`config.mk`:
```
export PLATFORM = sky130hd
export DESIGN_NAME = stack_cpu_controller
export DESIGN_NICKNAME = d
export VERILOG_FILES = /design/src/rtl/stack_cpu_controller.sv
export SDC_FILE = /design/constraint.sdc
export NUM_CORES = 1
export LEC_CHECK = 0
export CORE_AREA = 2 2 56 58
export CTS_CLUSTER_DIAMETER = 150
export DETAILED_ROUTE_END_ITERATION = 16
export DIE_AREA = 0 0 58 60
export GPL_TIMING_DRIVEN = 1
export PLACE_DENSITY = 0.8
export SYNTH_ARGS = -nofsm -noshare
export SYNTH_HDL_FRONTEND = slang
export SYNTH_SLANG_ARGS = --single-unit
```
`constraint.sdc`:
```
create_clock -name clk -period 2.3 [get_ports clk]
set_input_delay 0.46 -clock clk [delete_from_list [all_inputs] [get_ports clk]]
set_output_delay 0.46 -clock clk [all_outputs]
set_load 0.05 [all_outputs]
```
`src/rtl/stack_cpu_controller.sv`:
```
// Multi-cycle Moore control FSM for the 8-bit stack-machine datapath.
// Sequences one instruction at a time, gates on run at instruction boundaries, counts retirements.
module stack_cpu_controller #(
  parameter int CNT_W = 16
) (
  input  logic             clk,
  input  logic             rst_n,
  input  logic             run,
  input  logic [2:0]       opcode,
  input  logic             zero,
  output logic             pcEn,
  output logic             insEn,
  output logic             dataEn,
  output logic             Aen,
  output logic             Ben,
  output logic             resultEn,
  output logic             jumpSel,
  output logic             dataAdrSel,
  output logic             memDataSel,
  output logic             pcPlus,
  output logic             WE,
  output logic             RE,
  output logic             push,
  output logic             pop,
  output logic             tos,
  output logic [1:0]       aluSignal,
  output logic [3:0]       state,
  output logic             instr_done,
  output logic [CNT_W-1:0] instr_count
);

  typedef enum logic [3:0] {
    S_INIT  = 4'd0,
    S_IF    = 4'd1,
    S_ID    = 4'd2,
    S_POPA  = 4'd3,
    S_POPB  = 4'd4,
    S_EXEC  = 4'd5,
    S_WB    = 4'd6,
    S_MEMRD = 4'd7,
    S_PUSHM = 4'd8,
    S_MEMWR = 4'd9,
    S_JUMP  = 4'd10,
    S_TOSA  = 4'd11,
    S_JZCHK = 4'd12
  } state_e;

  state_e           state_q, state_d;
  logic [CNT_W-1:0] instr_count_q, instr_count_d;

  always_ff @(posedge clk or negedge rst_n) begin
    if (!rst_n) begin
      state_q       <= S_INIT;
      instr_count_q <= '0;
    end else begin
      state_q       <= state_d;
      instr_count_q <= instr_count_d;
    end
  end

  always_comb begin
    state_d    = state_q;
    pcEn       = 1'b0;
    insEn      = 1'b0;
    dataEn     = 1'b0;
    Aen        = 1'b0;
    Ben        = 1'b0;
    resultEn   = 1'b0;
    jumpSel    = 1'b0;
    dataAdrSel = 1'b0;
    memDataSel = 1'b0;
    pcPlus     = 1'b0;
    WE         = 1'b0;
    RE         = 1'b0;
    push       = 1'b0;
    pop        = 1'b0;
    tos        = 1'b0;
    aluSignal  = 2'b00;
    instr_done = 1'b0;

    case (state_q)
      S_INIT: begin
        if (run) state_d = S_IF;
      end
      S_IF: begin
        RE      = 1'b1;
        insEn   = 1'b1;
        pcPlus  = 1'b1;
        pcEn    = 1'b1;
        state_d = S_ID;
      end
      S_ID: begin
        case (opcode)
          3'b100:  state_d = S_MEMRD;
          3'b110:  state_d = S_JUMP;
          3'b111:  state_d = S_TOSA;
          default: state_d = S_POPA;
        endcase
      end
      S_POPA: begin
        pop = 1'b1;
        Aen = 1'b1;
        if (opcode == 3'b101)      state_d = S_MEMWR;
        else if (opcode == 3'b011) state_d = S_EXEC;
        else                       state_d = S_POPB;
      end
      S_POPB: begin
        pop     = 1'b1;
        Ben     = 1'b1;
        state_d = S_EXEC;
      end
      S_EXEC: begin
        aluSignal = opcode[1:0];
        resultEn  = 1'b1;
        state_d   = S_WB;
      end
      S_WB: begin
        push       = 1'b1;
        instr_done = 1'b1;
        state_d    = run ? S_IF : S_INIT;
      end
      S_MEMRD: begin
        dataAdrSel = 1'b1;
        RE         = 1'b1;
        dataEn     = 1'b1;
        state_d    = S_PUSHM;
      end
      S_PUSHM: begin
        memDataSel = 1'b1;
        push       = 1'b1;
        instr_done = 1'b1;
        state_d    = run ? S_IF : S_INIT;
      end
      S_MEMWR: begin
        dataAdrSel = 1'b1;
        WE         = 1'b1;
        instr_done = 1'b1;
        state_d    = run ? S_IF : S_INIT;
      end
      S_JUMP: begin
        jumpSel    = 1'b1;
        pcEn       = 1'b1;
        instr_done = 1'b1;
        state_d    = run ? S_IF : S_INIT;
      end
      S_TOSA: begin
        tos     = 1'b1;
        Aen     = 1'b1;
        state_d = S_JZCHK;
      end
      S_JZCHK: begin
        // The only Mealy-style strobes: the branch is taken on the live zero flag.
        jumpSel    = zero;
        pcEn       = zero;
        instr_done = 1'b1;
        state_d    = run ? S_IF : S_INIT;
      end
      default: state_d = S_INIT;
    endcase
  end

  always_comb begin
    instr_count_d = instr_count_q + {{(CNT_W-1){1'b0}}, instr_done};
  end

  assign state       = state_q;
  assign instr_count = instr_count_q;

  a_we_re_excl: assert property (@(posedge clk) disable iff (!rst_n) !(WE && RE));
  a_push_pop_excl: assert property (@(posedge clk) disable iff (!rst_n) !(push && pop));
  a_pcen_states: assert property (@(posedge clk) disable iff (!rst_n)
    pcEn |-> (state_q == S_IF || state_q == S_JUMP || state_q == S_JZCHK));

endmodule

```
Yosys cells after proc, flatten, opt, wreduce, memory -nomap -nowiden
Cells that the tools add are included.
Word-level totals
  register bits after elaboration: 20
  output and inout bits: 38
  word-level logic and storage cells: 51
Cells by class
  add/sub/neg operators: 1
  eq/ne operators: 18
  reductions and logical operators: 8
  mux-type cells: 22
Operator list (number)
  $pmux W4 S9: 1
  $eq A4 B4 Y1 const B: 5
  $add A16 B1 Y16: 1
  $eq A4 B3 Y1 const B: 4
  $mux W1: 15
  $eq A3 B3 Y1 const B: 4
  $pmux W4 S3: 1
  $reduce_or A2 Y1: 6
  $eq A4 B2 Y1 const B: 2
  $mux W4: 2
  $reduce_or A5 Y1: 1
  $eq A4 B1 Y1 const B: 1
  $logic_not A4 Y1: 1
  $pmux W1 S2: 2
  $eq A3 B2 Y1 const B: 1
  $mux W2: 1
  $ne A2 B2 Y1 const B: 1

Logic depth before layout (Yosys ltp)
Gate-level depths: netlist of the first run.
  depth after elaboration: 4
  depth in mapped cells: 10
  mapped depth without buffers: 8

Least setup slack after synthesis of the first run
No wires, ideal clock.
  path kind: register to register
  from: register state_q[1] (netlist: state[1])
  to: register instr_count_q[10] (netlist: instr_count[10])
  data required time: 2.218 ns
  slack: -1.103 ns
  buffers on the path: 2
  stages on the path, launching flop included: 10
  library setup time: 0.082 ns
  clock period less this slack: 3.403 ns
  arrival time: 3.321 ns
  path through: dfrtp_1 buf_4 buf_2 nand2_1 o21ai_0 ha_1 ha_1 nand4_1 nor3_1 xor2_1
On the way
  longest elaborated chain between the ends: 4
Ends and longest elaborated chain
  start, declared: line 48  | state_e state_q, state_d;
  start signal, assigned: line 56  | state_q <= state_d;
  $eq A4 B4 Y1 or $eq A4 B3 Y1 (tied branches): line 81  | case (state_q)
  $reduce_or A5 Y1 (no source line) *
  $mux W1 *: line 81
  net instr_done: line 28  | output logic instr_done,
  $add A16 B1 Y16 *: line 163  | instr_count_d = instr_count_q + {{(CNT_W-1){1'b0}}, instr_done};
  net instr_count_d[10]: line 49  | logic [CNT_W-1:0] instr_count_q, instr_count_d;
  end signal, assigned: line 57  | instr_count_q <= instr_count_d;
  end, declared: line 49
Mark *: on every way through the listed nets, which the timed path passes. The rest lies on a longest branch.
A chain may end at the register's enable or synchronous reset.

Worst setup path after layout of the first run
  from: register state_q[1] (netlist: state[1])
  to: output port state[1]
RTL lines
  end, declared: line 27  | output logic [3:0] state,
No word-level cell between the ends.

==> results of run 1 <==
kinds of logic (layout without fill, tap and decap cells):
logic type      count (synthesis)  count (layout)  share of synthesized area (%)
simple gates                   61              61                           28.9
flops                          20              20                           42.0
compound gates                 17              17                           10.1
xor+xnor                       14              14                           10.3
buf+inv                         9              63                           3.89
fa+ha+maj                       3               3                           3.15
mux                             2               2                           1.68
through the flow:
step	util (%)	area (sq um)	hold slack, ps	power, mW	cells
floorplan	-	1260	164	1.65	126
global placement	64.3	1870	459	2.26	200
detailed placement	64.3	1870	469	2.30	200
CTS	65.8	1910	477	2.53	205
global route	68.3	1980	489	2.76	213
finish	68.3	1980	480	2.62	213
routing by layer:
metal,global-route usage (%),vias up
met5,0,-
met4,5.98,0
met3,3.46,0
met2,35.9,53
met1,24.9,547
li1,-,552
sequential cells by signal, summed over array words and instances (netlist names):
register and flops:
state 4, instr_count 16
power groups by stage:
stage          sequential (mW)  clock [mW]  combinational, mW
2_1_floorplan            0.788           0              0.867
3_3_place_gp             0.621           0               1.64
3_5_place_dp             0.631           0               1.66
4_1_cts                  0.625       0.213               1.69
5_1_grt                  0.631       0.227               1.90
6_report                 0.605       0.205               1.81
layout by cell type, fill, tap and decap left out, types with 3 or more instances in the layout:
master	instances
clkdlybuf4s50_1	25
dfrtp_1	17
buf_12	16
buf_4	15
xor2_1	11
nand2_1	9
nor2_1	9
nand3_1	6
nand2b_1	5
and2_1	5
nand4_1	4
a21oi_1	4
nor3_1	4
nor4_1	3
o21ai_0	3
nor4_2	3
xnor2_1	3
clkbuf_4	3
dfrtp_2	3
worst paths after layout:
check / slack, ps / depth (start not counted) / startpoint / end
min reg2reg: 480 / 1 / instr_count[15] / instr_count[15]
max in group asynchronous: 1590 / 2 / rst_n / state[0]
min: 480 / 2 / rst_n / instr_count[13]
max: 90 / 1 / state[1] / state[1]
max reg2reg: 190 / 8 / state[1] / instr_count[10]
min in group clk: 480 / 1 / instr_count[15] / instr_count[15]
what timing repair did:
action,in CTS,in global routing
gates resized for setup,0,1
pin swaps,1,0
buffers inserted,1,8
setup endpoints to repair,1,4
final cells by class:
| cell class | instances | area (sq um) |
|---|---|---|
| inverters | 3 | 11.3 |
| multi-input cells | 97 | 707 |
| well taps | 33 | 41.3 |
| flip-flops and latches | 20 | 504 |
| fillers | 237 | 920 |
| repair buffers | 56 | 683 |
| clock buffers | 4 | 36.3 |
==> insert_results.sql, run 1 <==
INSERT INTO impl_metrics (metric_group, metric, value, unit) VALUES
('setup_path', 'critical-path-max-stage-delay', '870', 'ps'),
('sta', 'endpoints_failing_hold', '0', ''),
('sta', 'worst_pin_slew', '509', 'ps'),
('detailed_routing', 'wl_per_cell', '15.1', 'um'),
('yosys', 'mappedNetlistArea', '1190', 'sq um'),
('sta', 'layout_setup_ws', '89.8', 'ps'),
('power_and_ir_drop', 'p_int', '1.30', 'mW'),
('yosys', 'yosys.cell_types.count', '33', ''),
('clocking', 'cts_made_buffers', '3', ''),
('floorplan', 'initial_standard_cell_utilization_of_the_core', '41.0', '%'),
('sta', 'finClkSkew', '7.97', 'ps'),
('yosys', 'syn_area_per_cell', '9.45', 'sq um'),
('yosys', 'netlist_top_cells_area', 'dfrtp_1 42%, xor2_1 8.1%, nor2_1 3.5%, ha_1 3.2%, nor3_1 2.9%', ''),
('layout', 'diodes', '0', ''),
('detailed_routing', 'drt-initial-drc-count', '34', ''),
('global_routing', 'grt_util_all_layers', '20.1', '%'),
('setup_path', 'crit_path_max_fanout', '19', ''),
('yosys', 'yosysTopAreaCellShare', '42.0', '%'),
('setup_path', 'path_delay_family', 'buffers and inverters', ''),
('detailed_routing', 'detail_route.vias_per_cell', '5.41', ''),
('placement', 'port_buffers', '44', ''),
('clocking', 'clock_latency', '300', 'ps'),
('yosys', 'ys_dominant_reg_cell', 'dfrtp_1', ''),
('placement', 'dp_hpwl', '2.34', 'mm'),
('detailed_routing', 'ant_nets', '0', ''),
('power_and_ir_drop', 'power_switching_share', '50.4', '%'),
('floorplan', 'die-width', '58', 'um'),
('yosys', 'synth_common_cells', '20 x dfrtp_1, 11 x nor2_1, 11 x xor2_1', ''),
('detailed_routing', 'drt-pass1-iter-count', '4', ''),
('global_routing', 'grt_first_pass_wirelength', '5.36', 'mm'),
('global_routing', 'grt_antenna_before_repair', '0', ''),
('sta', 'setup_total_negative_slack', '0', 'ps'),
('yosys', 'synth-seq-area-share', '42.0', '%'),
('floorplan', 'design.core.area', '2900', 'sq um'),
('yosys', 'ys_async_sr_fraction', '100', '%'),
('power_and_ir_drop', 'power-per-cell-area', '1320', 'nW/um^2'),
('yosys', 'cell_type_contributing_the_most_total_cell_area_after_synthesis', 'dfrtp_1', ''),
('power_and_ir_drop', 'vdd.ir_drop.worst', '0.975', 'mV'),
('outcome', 'run_status', 'finished clean', ''),
('setup_path', 'worst_setup_path_end_kind', 'output pin', ''),
('detailed_routing', 'm1WireLength', '1.27', 'mm'),
('clocking', 'clkSlewWorstSetupHoldPaths', '120', 'ps'),
('floorplan', 'number_of_top_level_pins', '45', ''),
('setup_path', 'crit_slowest_cell', 'clkdlybuf4s50_1', ''),
('setup_path', 'timing.setup.critical_path_class', 'reg2out', ''),
('sta', 'max_freq', '452', 'MHz'),
('detailed_routing', 'vias', '1152', ''),
('setup_path', 'startpoint_type', 'register', ''),
('yosys', 'synth_edf_count', '0', ''),
('floorplan', 'total_die_area', '3480', 'sq um'),
('yosys', 'synth_seq_cells', '20', ''),
('sta', 'finalCritPeriodShare', '96.1', '%'),
('flow_run', 'maxCapViolCount', '0', ''),
('placement', 'gp_routability_congestion', '0.860', ''),
('layout', 'nets', '191', ''),
('setup_path', 'timing.critical_path.arrival', '1750', 'ps'),
('clocking', 'max-clock-path-buffers', '2', ''),
('setup_path', 'worst-endpoint-required', '1840', 'ps'),
('global_routing', 'vias_in_the_first_global_route', '1139', ''),
('sta', 'layout_min_cycle_time', '2210', 'ps'),
('floorplan', 'die_height', '60', 'um'),
('sta', 'slew_violations', '0', ''),
('power_and_ir_drop', 'power_frac_seq', '23.1', '%'),
('yosys', 'post_synth_inst_count', '126', ''),
('detailed_routing', 'wl_met2', '1.71', 'mm'),
('sta', 'setup_violations', '0', ''),
('floorplan', 'std_cell_rows', '20', ''),
('layout', 'area.growth.synth_to_final', '66.5', '%'),
('setup_path', 'crit_buf_inv', '1', ''),
('sta', 'maxSlewHeadroom', '65.9', '%'),
('sta', 'grt_setup_unrepaired', 'false', '');
Power figures use the tool's default switching activity.
==> inputs of run 2 (changes only) <==
- CORE_AREA: 2 2 56 58 -> 2 2 54 56
- DIE_AREA: 0 0 58 60 -> 0 0 56 58
- PLACE_DENSITY: 0.8 -> 0.85
- clock period: 2.3 -> 2.6 ns (I/O delays scaled with it)
==> insert_results.sql, run 2 (synthesis results as in run 1) <==
INSERT INTO impl_metrics (metric_group, metric, value, unit) VALUES
('sta', 'setup_total_negative_slack', '0', 'ps'),
('worst_hold_path', 'worstHoldStart', 'instr_count[15]', ''),
('clocking', 'postCtsHoldBufs', '0', ''),
('layout', 'drive_gt1_share', '19.4', '%'),
('global_routing', 'grt_first_pass_wirelength', '4.71', 'mm'),
('layout', 'nets', '181', ''),
('detailed_routing', 'drt-pass1-iter-count', '4', ''),
('setup_path', 'r2r_start', 'state[3]', ''),
('setup_path', 'crit_buf_inv', '1', ''),
('setup_path', 'worst_setup_path_end_kind', 'output pin', ''),
('clocking', 'cts-htree-levels', '1', ''),
('setup_path', 'reg2regPathDepth', '7', ''),
('sta', 'finalCritPeriodShare', '94.5', '%'),
('global_routing', 'grt_max_degree', '21', ''),
('detailed_routing', 'wl_per_cell', '14.0', 'um'),
('detailed_routing', 'drt-total-wl', '2.81', 'mm'),
('placement', 'gp_routability_congestion', '0.754', ''),
('floorplan', 'die_height', '58', 'um'),
('worst_hold_path', 'endpoint_with_the_worst_hold_slack', 'instr_count[15]', ''),
('layout', 'finalInstanceArea', '1750', 'sq um'),
('layout', 'largest_register_ffs', '16', ''),
('global_routing', 'grt_util_all_layers', '18.1', '%'),
('detailed_routing', 'ant_nets', '0', ''),
('placement', 'placed_area', '1700', 'sq um'),
('layout', 'num-fill-cells', '224', ''),
('setup_path', 'timing.critical_path.arrival', '1940', 'ps'),
('setup_path', 'critical-path-max-stage-delay', '910', 'ps'),
('power_and_ir_drop', 'p_leak', '0.761', 'nW'),
('placement', 'placedCellCount', '197', ''),
('layout', 'area.growth.synth_to_final', '47.3', '%'),
('setup_path', 'path_cells', 'clkdlybuf4s50_1', ''),
('clocking', 'cts_repair_resize_count', '0', ''),
('detailed_routing', 'drt-initial-drc-count', '35', ''),
('detailed_routing', 'detail_route.vias_per_cell', '5.46', ''),
('clocking', 'clkSlewWorstSetupHoldPaths', '120', 'ps'),
('placement', 'dp_hpwl', '2.14', 'mm'),
('floorplan', 'std_cell_rows', '19', ''),
('clocking', 'cts_made_buffers', '3', ''),
('sta', 'maxSlewHeadroom', '62.6', '%'),
('detailed_routing', 'vias', '1097', ''),
('outcome', 'run_status', 'finished clean', ''),
('clocking', 'clock_latency', '310', 'ps'),
('sta', 'layout_min_cycle_time', '2460', 'ps'),
('setup_path', 'crit_path_max_fanout', '19', ''),
('sta', 'worst_pin_slew', '561', 'ps'),
('detailed_routing', 'drc', '0', ''),
('global_routing', 'grt_antenna_before_repair', '0', ''),
('sta', 'layout_setup_ws', '143', 'ps'),
('layout', 'layout.cells.most_common_list', '26 x clkdlybuf4s50_1, 20 x dfrtp_1, 15 x buf_4, 11 x xor2_1', ''),
('layout', 'mostFrequentLayoutCell', 'clkdlybuf4s50_1', ''),
('setup_path', 'worst-endpoint-required', '2080', 'ps'),
('worst_hold_path', 'holdPathStages', '1', ''),
('clocking', 'tritoncts', 'yes', ''),
('floorplan', 'initial_standard_cell_utilization_of_the_core', '44.7', '%'),
('clocking', 'post_cts.repair.setup_buffers', '0', ''),
('setup_path', 'path_delay_family', 'buffers and inverters', ''),
('sta', 'finClkSkew', '10.4', 'ps'),
('sta', 'grt_setup_unrepaired', 'false', ''),
('setup_path', 'crit_slowest_cell', 'clkdlybuf4s50_1', ''),
('layout', 'diodes', '0', ''),
('global_routing', 'globalRoute.totalOverflow', '0', ''),
('floorplan', 'number_of_top_level_pins', '45', ''),
('clocking', 'root_cell_of_the_clock_tree', 'clkbuf_4', ''),
('flow_run', 'maxCapViolCount', '0', ''),
('layout', 'stdcell_count', '201', ''),
('setup_path', 'startpoint_type', 'register', ''),
('floorplan', 'die-width', '56', 'um'),
('clocking', 'max-clock-path-buffers', '2', ''),
('sta', 'max_freq', '407', 'MHz'),
('placement', 'port_buffers', '44', ''),
('setup_path', 'worst_r2r_endpoint', 'instr_count[10]', ''),
('sta', 'slew_violations', '0', ''),
('placement', 'pre_cts_slack', '416', 'ps'),
('power_and_ir_drop', 'vdd.ir_drop.worst', '1.04', 'mV'),
('floorplan', 'design.core.area', '2660', 'sq um'),
('sta', 'endpoints_failing_hold', '0', ''),
('power_and_ir_drop', 'power-per-cell-area', '1190', 'nW/um^2'),
('setup_path', 'setup.reg_to_reg.worst_slack', '430', 'ps'),
('worst_hold_path', 'worst_hold_path_type', 'reg2reg', ''),
('setup_path', 'timing.setup.critical_path_class', 'reg2out', ''),
('floorplan', 'total_die_area', '3250', 'sq um'),
('sta', 'setup_violations', '0', ''),
('clocking', 'cts_sinks', '20', ''),
('global_routing', 'vias_in_the_first_global_route', '1015', '');
[run 2: cell count changes in the layout (fill, tap and decap cells not counted), sizes merged]
cell,delta
buf,-11
bufinv,+1
clkbuf,-1
clkdlybuf4s50,+1
[run 2: per-layer routing]
metal	wire [um]	share of wire, %	track usage, %
met4	22	0.78	5.10
met5	0	0	0
met2	1360	48	31.9
met3	254	9.1	4.91
met1	1170	42	22.0
[run 2: cell type report]
class | instances | area [sq um] | share of cell area, %
clock buffers | 3 | 22.5 | 1.28
repair buffers | 46 | 473 | 27.0
multi-input cells | 97 | 678 | 38.7
flip-flops and latches | 20 | 500 | 28.5
well taps | 31 | 38.8 | 2.21
clock inverters | 1 | 30.0 | 1.71
inverters | 3 | 11.3 | 0.642
[run 2: per-stage QoR]
| stage | hold slack [ps] | total power, mW | util, % |
|---|---|---|---|
| 6_report | 479 | 2.08 | 65.9 |
| 5_1_grt | 490 | 2.19 | 65.9 |
| 4_1_cts | 482 | 2.10 | 65.9 |
| 3_5_place_dp | 465 | 1.85 | 63.9 |
| 3_3_place_gp | 456 | 1.82 | 63.9 |
| 2_1_floorplan | 224 | 1.43 | - |
[run 2: how the worst max path moves through the flow]
stage                           end  cells past startpoint      from  slack (ps)
floorplan                       Ben                      2  state[2]          20
global placement    instr_count[10]                      7  state[3]         490
detailed placement  instr_count[10]                      7  state[3]         420
CTS                        state[1]                      1  state[1]         130
global route               state[1]                      1  state[1]          50
finish                     state[1]                      1  state[1]         140
[run 2: power by group]
part	leakage, nW	switching (mW)	internal, mW
registers	0.267	0.168	0.375
clock network	0.0279	0.0956	0.156
logic	0.466	0.830	0.459
==> inputs of run 3 (changes only) <==
- CTS_CLUSTER_DIAMETER: 150 -> default
- MAX_ROUTING_LAYER: default -> met4
==> insert_results.sql, run 3 (synthesis results as in run 1) <==
INSERT INTO impl_metrics (metric_group, metric, value, unit) VALUES
('floorplan', 'std_cell_rows', '19', ''),
('layout', 'drive_gt1_share', '19.4', '%'),
('clocking', 'post_cts.repair.setup_buffers', '0', ''),
('setup_path', 'crit_buf_inv', '1', ''),
('layout', 'nets', '181', ''),
('clocking', 'max-clock-path-buffers', '2', ''),
('sta', 'worst_pin_slew', '569', 'ps'),
('floorplan', 'design.core.area', '2660', 'sq um'),
('global_routing', 'grt_antenna_before_repair', '0', ''),
('sta', 'endpoints_failing_hold', '0', ''),
('sta', 'setup_total_negative_slack', '0', 'ps'),
('sta', 'grt_setup_unrepaired', 'false', ''),
('placement', 'port_buffers', '44', ''),
('placement', 'gp_routability_congestion', '0.763', ''),
('detailed_routing', 'detail_route.vias_per_cell', '5.52', ''),
('setup_path', 'timing.critical_path.arrival', '1950', 'ps'),
('setup_path', 'critical-path-max-stage-delay', '910', 'ps'),
('sta', 'slew_violations', '0', ''),
('clocking', 'cts-htree-levels', '1', ''),
('detailed_routing', 'm1WireLength', '1.22', 'mm'),
('sta', 'maxSlewHeadroom', '62.1', '%'),
('clocking', 'tritoncts', 'yes', ''),
('setup_path', 'setup.reg_to_reg.worst_slack', '430', 'ps'),
('clocking', 'clock_latency', '310', 'ps'),
('clocking', 'cts_sinks', '20', ''),
('clocking', 'cts_made_buffers', '3', ''),
('detailed_routing', 'ant_nets', '0', ''),
('floorplan', 'initial_standard_cell_utilization_of_the_core', '44.7', '%'),
('global_routing', 'grt_first_pass_wirelength', '4.71', 'mm'),
('layout', 'area.growth.synth_to_final', '47.3', '%'),
('floorplan', 'die-width', '56', 'um'),
('clocking', 'postCtsHoldBufs', '0', ''),
('layout', 'multi_input_area', '678', 'sq um'),
('setup_path', 'worst_setup_path_end_kind', 'output pin', ''),
('detailed_routing', 'wl_met2', '1.35', 'mm'),
('clocking', 'clkSlewWorstSetupHoldPaths', '110', 'ps'),
('layout', 'register_area', '500', 'sq um'),
('detailed_routing', 'drc', '0', ''),
('global_routing', 'vias_in_the_first_global_route', '1017', ''),
('placement', 'dp_hpwl', '2.14', 'mm'),
('clocking', 'cts_repair_resize_count', '0', ''),
('sta', 'max_freq', '406', 'MHz'),
('setup_path', 'path_cells', 'clkdlybuf4s50_1', ''),
('setup_path', 'startpoint_type', 'register', ''),
('floorplan', 'number_of_top_level_pins', '45', ''),
('detailed_routing', 'vias', '1109', ''),
('layout', 'diodes', '0', ''),
('detailed_routing', 'drt-initial-drc-count', '39', ''),
('detailed_routing', 'wl_per_cell', '14.0', 'um'),
('sta', 'setup_violations', '0', ''),
('global_routing', 'grt_max_degree', '21', ''),
('sta', 'layout_min_cycle_time', '2470', 'ps'),
('detailed_routing', 'route.met3.wl', '211', 'um'),
('global_routing', 'globalRoute.totalOverflow', '0', ''),
('flow_run', 'maxCapViolCount', '0', ''),
('layout', 'largest_register_ffs', '16', ''),
('clocking', 'root_cell_of_the_clock_tree', 'clkbuf_4', ''),
('outcome', 'run_status', 'finished clean', ''),
('sta', 'finalCritPeriodShare', '94.8', '%'),
('floorplan', 'die_height', '58', 'um'),
('worst_hold_path', 'worst_hold_path_type', 'reg2reg', ''),
('sta', 'final.hold.worst_slack', '479', 'ps'),
('layout', 'layout.cells.most_common_list', '26 x clkdlybuf4s50_1, 20 x dfrtp_1, 15 x buf_4, 11 x xor2_1', ''),
('setup_path', 'crit_path_max_fanout', '19', ''),
('setup_path', 'worst-endpoint-required', '2080', 'ps'),
('setup_path', 'timing.setup.critical_path_class', 'reg2out', ''),
('floorplan', 'total_die_area', '3250', 'sq um'),
('detailed_routing', 'drt-total-wl', '2.81', 'mm'),
('global_routing', 'grt_util_all_layers', '18.7', '%'),
('layout', 'mostFrequentLayoutCell', 'clkdlybuf4s50_1', ''),
('detailed_routing', 'maxUsedRoutingLayer', 'met4', ''),
('setup_path', 'crit_slowest_cell', 'clkdlybuf4s50_1', ''),
('power_and_ir_drop', 'power-per-cell-area', '1190', 'nW/um^2'),
('power_and_ir_drop', 'vdd.ir_drop.worst', '1.05', 'mV'),
('layout', 'num-fill-cells', '224', ''),
('detailed_routing', 'drt-pass1-iter-count', '4', ''),
('sta', 'finClkSkew', '9.74', 'ps'),
('power_and_ir_drop', 'p_leak', '0.761', 'nW'),
('setup_path', 'path_delay_family', 'buffers and inverters', '');
run 3: cell counts in the layout (fill, tap and decap cells not counted):
Identical to the previous run, type by type.
run 3: area by class of cell:
type,count,share of cell area [%]
multi-input cells,97,38.7
flip-flops and latches,20,28.5
repair buffers,46,27.0
well taps,31,2.21
clock inverters,1,1.71
clock buffers,3,1.28
inverters,3,0.642
run 3: through the flow:
step | instance area [sq um] | util [%] | cells | setup slack [ps] | power, mW
floorplan | 1220 | - | 126 | 17.2 | 1.43
detailed placement | 1700 | 63.9 | 197 | 416 | 1.85
global placement | 1700 | 63.9 | 197 | 494 | 1.82
finish | 1750 | 65.9 | 201 | 135 | 2.09
CTS | 1750 | 65.9 | 201 | 130 | 2.10
global route | 1750 | 65.9 | 201 | 48.7 | 2.19
run 3: per-layer routing:
layer,global-route usage [%],up-vias
met1,23.1,522
met4,5.10,0
met5,-,-
met2,31.8,54
li1,-,531
met3,3.35,2
run 3: power by group:
part | total [mW] | switching [mW] | internal, mW
Sequential | 0.546 | 0.170 | 0.375
Clock | 0.251 | 0.0951 | 0.156
Combinational | 1.29 | 0.830 | 0.459
run 3: final timing paths:
| kind | start | cells after the start | endpoint |
|---|---|---|---|
| worst max-delay path | state[1] | 1 | state[1] |
| worst min-delay path | instr_count[15] | 1 | instr_count[15] |
| worst max register to register | state[3] | 7 | instr_count[10] |
| worst min register to register | instr_count[15] | 1 | instr_count[15] |
| max in group asynchronous | rst_n | 2 | instr_count[0] |
| min in group asynchronous | rst_n | 2 | instr_count[14] |
